--- src/rtl/uart_tx_arbiter.sv ---
// Round-robin arbiter letting four byte-stream requesters share one UART transmitter.
// A grant is held for a whole packet and revoked if the owner goes quiet for too long.
module uart_tx_arbiter #(
    parameter logic [15:0] STALL_MAX = 16'd50000
) (
    input  logic        CLK,
    input  logic        RSTN,
    input  logic [3:0]  REQ_VALID,
    input  logic [31:0] REQ_DATA,
    input  logic [3:0]  REQ_LAST,
    output logic [3:0]  REQ_READY,
    output logic [3:0]  GRANT,
    output logic        BUSY,
    input  logic        TX_READY,
    output logic        TX_SEND,
    output logic [7:0]  TX_DATA
);

    localparam int unsigned NumReq = 4;
    localparam int unsigned IdxW   = 2;
    localparam int unsigned ByteW  = 8;
    localparam int unsigned StallW = 16;

    typedef enum logic [2:0] {
        IDLE,
        LOAD,
        SEND,
        WAIT_BUSY,
        WAIT_DONE
    } state_t;

    state_t              state;
    state_t              stateNext;
    logic [IdxW-1:0]     ptr;
    logic [IdxW-1:0]     grantIdx;
    logic [IdxW-1:0]     pickIdx;
    logic                pickValid;
    logic                lastQ;
    logic [StallW-1:0]   stallCnt;
    logic [StallW-1:0]   stallInc;
    logic                stallHit;
    logic                grantValid;
    logic                grantLast;
    logic [ByteW-1:0]    grantData;
    logic                xfer;

    // Offset NumReq wraps to ptr itself, so iterating downward leaves the nearest index after ptr.
    always_comb begin
        pickValid = 1'b0;
        pickIdx   = ptr;
        for (int unsigned i = NumReq; i > 0; i--) begin
            if (REQ_VALID[IdxW'(ptr + IdxW'(i))]) begin
                pickValid = 1'b1;
                pickIdx   = IdxW'(ptr + IdxW'(i));
            end
        end
    end

    always_comb begin
        grantValid = REQ_VALID[grantIdx];
        grantLast  = REQ_LAST[grantIdx];
        grantData  = REQ_DATA[{grantIdx, 3'b000} +: ByteW];
        xfer       = (state == LOAD) && grantValid && TX_READY;
        stallInc   = (stallCnt == '1) ? stallCnt : StallW'(stallCnt + StallW'(1));
        stallHit   = (STALL_MAX != '0) && (stallInc >= STALL_MAX);
    end

    always_ff @(posedge CLK or negedge RSTN) begin
        if (!RSTN) begin
            state <= IDLE;
        end else begin
            state <= stateNext;
        end
    end

    always_comb begin
        stateNext = state;
        unique case (state)
            IDLE:      if (pickValid) stateNext = LOAD;
            LOAD: begin
                if (xfer) begin
                    stateNext = SEND;
                end else if (!grantValid && stallHit) begin
                    stateNext = IDLE;
                end
            end
            SEND:      stateNext = WAIT_BUSY;
            WAIT_BUSY: if (!TX_READY) stateNext = WAIT_DONE;
            WAIT_DONE: if (TX_READY) stateNext = lastQ ? IDLE : LOAD;
            default:   stateNext = IDLE;
        endcase
    end

    always_comb begin
        REQ_READY = '0;
        if (state == LOAD) begin
            REQ_READY[grantIdx] = TX_READY;
        end
        BUSY = (state != IDLE);
    end

    // Grant, pointer, stall counter and transmitter-side registers.
    always_ff @(posedge CLK or negedge RSTN) begin
        if (!RSTN) begin
            ptr      <= IdxW'(3);
            grantIdx <= '0;
            GRANT    <= '0;
            TX_SEND  <= 1'b0;
            TX_DATA  <= '0;
            lastQ    <= 1'b0;
            stallCnt <= '0;
        end else begin
            TX_SEND <= (stateNext == SEND);
            unique case (state)
                IDLE: begin
                    if (pickValid) begin
                        GRANT    <= NumReq'(1) << pickIdx;
                        grantIdx <= pickIdx;
                        stallCnt <= '0;
                    end
                end
                LOAD: begin
                    if (xfer) begin
                        TX_DATA  <= grantData;
                        lastQ    <= grantLast;
                        stallCnt <= '0;
                    end else if (!grantValid) begin
                        stallCnt <= stallInc;
                        if (stallHit) begin
                            ptr   <= grantIdx;
                            GRANT <= '0;
                        end
                    end
                end
                WAIT_DONE: begin
                    if (TX_READY && lastQ) begin
                        ptr   <= grantIdx;
                        GRANT <= '0;
                    end
                end
                default: ;
            endcase
        end
    end

endmodule
--- config.mk ---
export PLATFORM = sky130hd
export DESIGN_NAME = uart_tx_arbiter
export DESIGN_NICKNAME = d
export VERILOG_FILES = /design/src/rtl/uart_tx_arbiter.sv
export SDC_FILE = /design/constraint.sdc
export NUM_CORES = 1
export LEC_CHECK = 0
export ABC_AREA = 1
export ABC_CLOCK_PERIOD_IN_PS = 1700
export CORE_MARGIN = 8
export CORE_UTILIZATION = 46
export DETAILED_ROUTE_END_ITERATION = 7
export PLACE_DENSITY = 0.77
export RECOVER_POWER = 50
export SKIP_CTS_REPAIR_TIMING = 1
export SKIP_LAST_GASP = 1
export SLEW_MARGIN = 20
export SYNTH_ARGS = -nofsm -noshare
export SYNTH_HDL_FRONTEND = slang
export SYNTH_SLANG_ARGS = --single-unit
--- constraint.sdc ---
create_clock -name CLK -period 1.7 [get_ports CLK]
set_input_delay 0.425 -clock CLK [delete_from_list [all_inputs] [get_ports CLK]]
set_output_delay 0.425 -clock CLK [all_outputs]
set_load 0.05 [all_outputs]
==> impl_metrics.tcl <==
set metrics [dict create \
    path_clk_slew_ns 0.07 \
    synth_common_cells "nand2_1 (124), nand3_1 (60), inv_1 (36)" \
    arrival_ns 2.24 \
    rows 27 \
    drv_slew 0 \
    area_growth_pct 67.8 \
    cp-end-kind "flop" \
    gp_congestion 0.878 \
    maxSlewHeadroom_pct 34.3 \
    gr-usage-all-layers_pct 19.6 \
    syn_area_mm2 0.00262 \
    fin_ws_ns -0.350 \
    post_drt_wl_per_cell_um 16.3 \
    dr.pass1.iters 5 \
    violations "negative setup slack" \
    synthArstFlopShare_pct 100 \
    fin_cells 602 \
    synth.most_common_cell "nand2_1" \
    cts_buffer_depth 2 \
    antenna_found_initial 0 \
    max_slew.worst_pin.slew_ns 0.985 \
    grt_first_pass_wirelength_um 13800 \
    worstSetupPathType "flop to flop" \
    synth_top_area_share_pct 33.4 \
    ys_types 31 \
    die_y_um 91.5 \
    setup.worst_path.start_class "flop" \
    ys.flop_type "dfrtp_1" \
    cap_violations 0 \
    placed_cells 581 \
    io_pins 61 \
    die_w_um 91.5 \
    numPortBuffers 60 \
    status "complete, but fails checks" \
    htree_num_levels 2 \
    pre_cts_ws_ns -0.467 \
    clkLatencyLatePin_ns 0.30 \
    cts.sinks 37 \
    fin_crit_ns 2.05 \
    hold_violations 0 \
    initial_core_util_pct 47.6 \
    finalPower_uw 7020 \
    crit_path_cell_trace "ha_4, inv_2, nor2_4, nand2_4, nor2_8, buf_4, nor2_2, nand2_2, nor2_4, nor2_2, nor2_4, nand2_4, nand2_4, nand2_1, nand2_1" \
    worst_ep_required_time_ns 1.89 \
    rsz0062_at_grt "true" \
    synth-edff-count 0 \
    syn_nets 433 \
    nets 573 \
    diodes 0 \
    setup_violations 33 \
    core_mm2 0.00551 \
    cts_made_buffers 5 \
    cpMaxStageDelayCell "dfrtp_1" \
    yosys.area.top_type "dfrtp_1" \
    die_area_mm2 0.00836 \
    path_max_fanout 5 \
    ys_seq_area_share_pct 35.5 \
    synthCells 389 \
    drive_gt1_share_pct 41.5 \
    cts_tree "built" \
    grt_max_degree 38 \
    ir_drop_uv 1440 \
    hold_class "primary input to asynchronous set/reset pin" \
    postSynthAreaPerCell_um2 6.73 \
    drc_errors 0 \
    yosysWarnings 0 \
    crit_path_max_incr_delay_ns 0.40 \
    grt_pass1_vias 3042 \
    routed_wl_um 9810 \
    post-route-period-util_pct 121 \
    dp_hpwl_um 6470 \
    crit_buf_inv 2 \
    ys_seq_elements 37 \
    synth_area_leaders "dfrtp_1 (33%), nand2_1 (18%), nand3_1 (11%), inv_1 (5.2%), nand4_1 (4.1%)" \
    via_per_inst 5.37 \
    overflow 0 \
    crit_family "simple AND/OR/NAND/NOR gates" \
    antenna_left 0 \
    vias 3233 \
    leakage_uw 0.00209 \
    drtIter0Drc 131 \
    clock-root-buffer "clkbuf_8" \
    p_per_area_mw_per_mm2 1600 \
    skew_ns 0.0102 \
    max_freq_mhz 488 \
]
worst register-to-register path: stages (launching register included):
cell and delay, ns:
dfrtp_1 0.40, ha_4 0.16, inv_2 0.05, nor2_4 0.19, nand2_4 0.12, nor2_8 0.17
buf_4 0.13, nor2_2 0.04, nand2_2 0.08, nor2_4 0.06, nor2_2 0.18, nor2_4 0.08
nand2_4 0.11, nand2_4 0.07, nand2_1 0.06, nand2_1 0.05
where the power goes:
| part | leakage [uW] | switching, uW | internal (uW) | total, uW |
|---|---|---|---|---|
| registers | 0.000486 | 236 | 1120 | 1360 |
| clock network | 0.0000450 | 335 | 285 | 619 |
| logic | 0.00156 | 3020 | 2020 | 5040 |
cells by family (layout without fill, tap and decap cells):
logic type | count (synthesis) | in the layout | synth area share (%)
AO/OA/AOI/OAI | 36 | 36 | 7.45
XOR/XNOR | 6 | 6 | 2.01
adder cells (fa/ha/maj) | 1 | 1 | 0.478
buffers and inverters | 54 | 194 | 8.65
flip-flops | 37 | 37 | 35.5
AND/OR/NAND/NOR | 255 | 256 | 46.0
placed cells by master (no fill, tap or decap), types with 2 or more instances in the layout:
cell type	count
a21oi_1	8
buf_12	6
buf_4	85
buf_6	11
clkbuf_8	5
clkdlybuf4s50_1	38
clkinv_2	2
dfrtp_1	34
dfstp_2	2
dlymetal6s2s_1	3
inv_1	24
inv_2	14
inv_4	2
nand2_1	95
nand2_2	31
nand2_4	6
nand3_1	50
nand3_2	11
nand4_1	17
nor2_1	17
nor2_2	9
nor2_4	14
nor3_4	2
o211ai_1	2
o21ai_1	11
o21ai_2	5
o22ai_2	4
o22ai_4	2
xor2_1	5
metrics by stage:
| step | hold slack (ns) | TNS [ns] | cell area, um2 | utilization, % |
|---|---|---|---|---|
| after floorplan | 0.129 | -0.362 | 2710 | - |
| after global placement | 0.457 | -12.68 | 3900 | 70.8 |
| after detailed placement | 0.460 | -15.25 | 3900 | 70.8 |
| after CTS | 0.187 | -5.70 | 3980 | 72.3 |
| after global routing | 0.430 | -10.20 | 4400 | 79.8 |
| final | 0.359 | -7.06 | 4400 | 79.8 |
routing by layer:
layer  up-vias  GRT usage, %  wire [um]
li1       1558             -          -
met1      1512          22.3       3790
met2       139          33.6       4970
met3        24          6.91        787
met4         0          6.00        257
met5         -             0          0
path summary, 6_finish.rpt:
path                                         start                 endpoint  slack, ns  cells past startpoint
max                        stallCnt[1]$_DFFE_PN0P_     GRANT[2]$_DFFE_PN0P_      -0.35                     15
min reg2reg                 TX_DATA[7]$_DFFE_PN0P_   TX_DATA[7]$_DFFE_PN0P_       0.48                      2
min in group CLK            TX_DATA[7]$_DFFE_PN0P_   TX_DATA[7]$_DFFE_PN0P_       0.48                      2
max reg2reg                stallCnt[1]$_DFFE_PN0P_     GRANT[2]$_DFFE_PN0P_      -0.35                     15
max in group asynchronous                     RSTN  grantIdx[1]$_DFFE_PN0P_       0.67                      2
min                                           RSTN       state[2]$_DFF_PN0_       0.36                      2
state kept, by name (all words and copies together), names as in the netlist:
register	count
grantIdx	2
stallCnt	16
lastQ	1
TX_SEND	1
GRANT	4
ptr	2
state	3
TX_DATA	8
cell type report:
| cell class | count | area [um2] |
|---|---|---|
| clock buffer | 6 | 72.6 |
| clock inverter | 2 | 10.0 |
| fill | 362 | 1110 |
| inverter | 41 | 164 |
| multi-input combinational | 299 | 1820 |
| sequential | 37 | 930 |
| tap | 72 | 90.1 |
| timing repair buffer | 145 | 1310 |
Power figures use the tool's default switching activity.
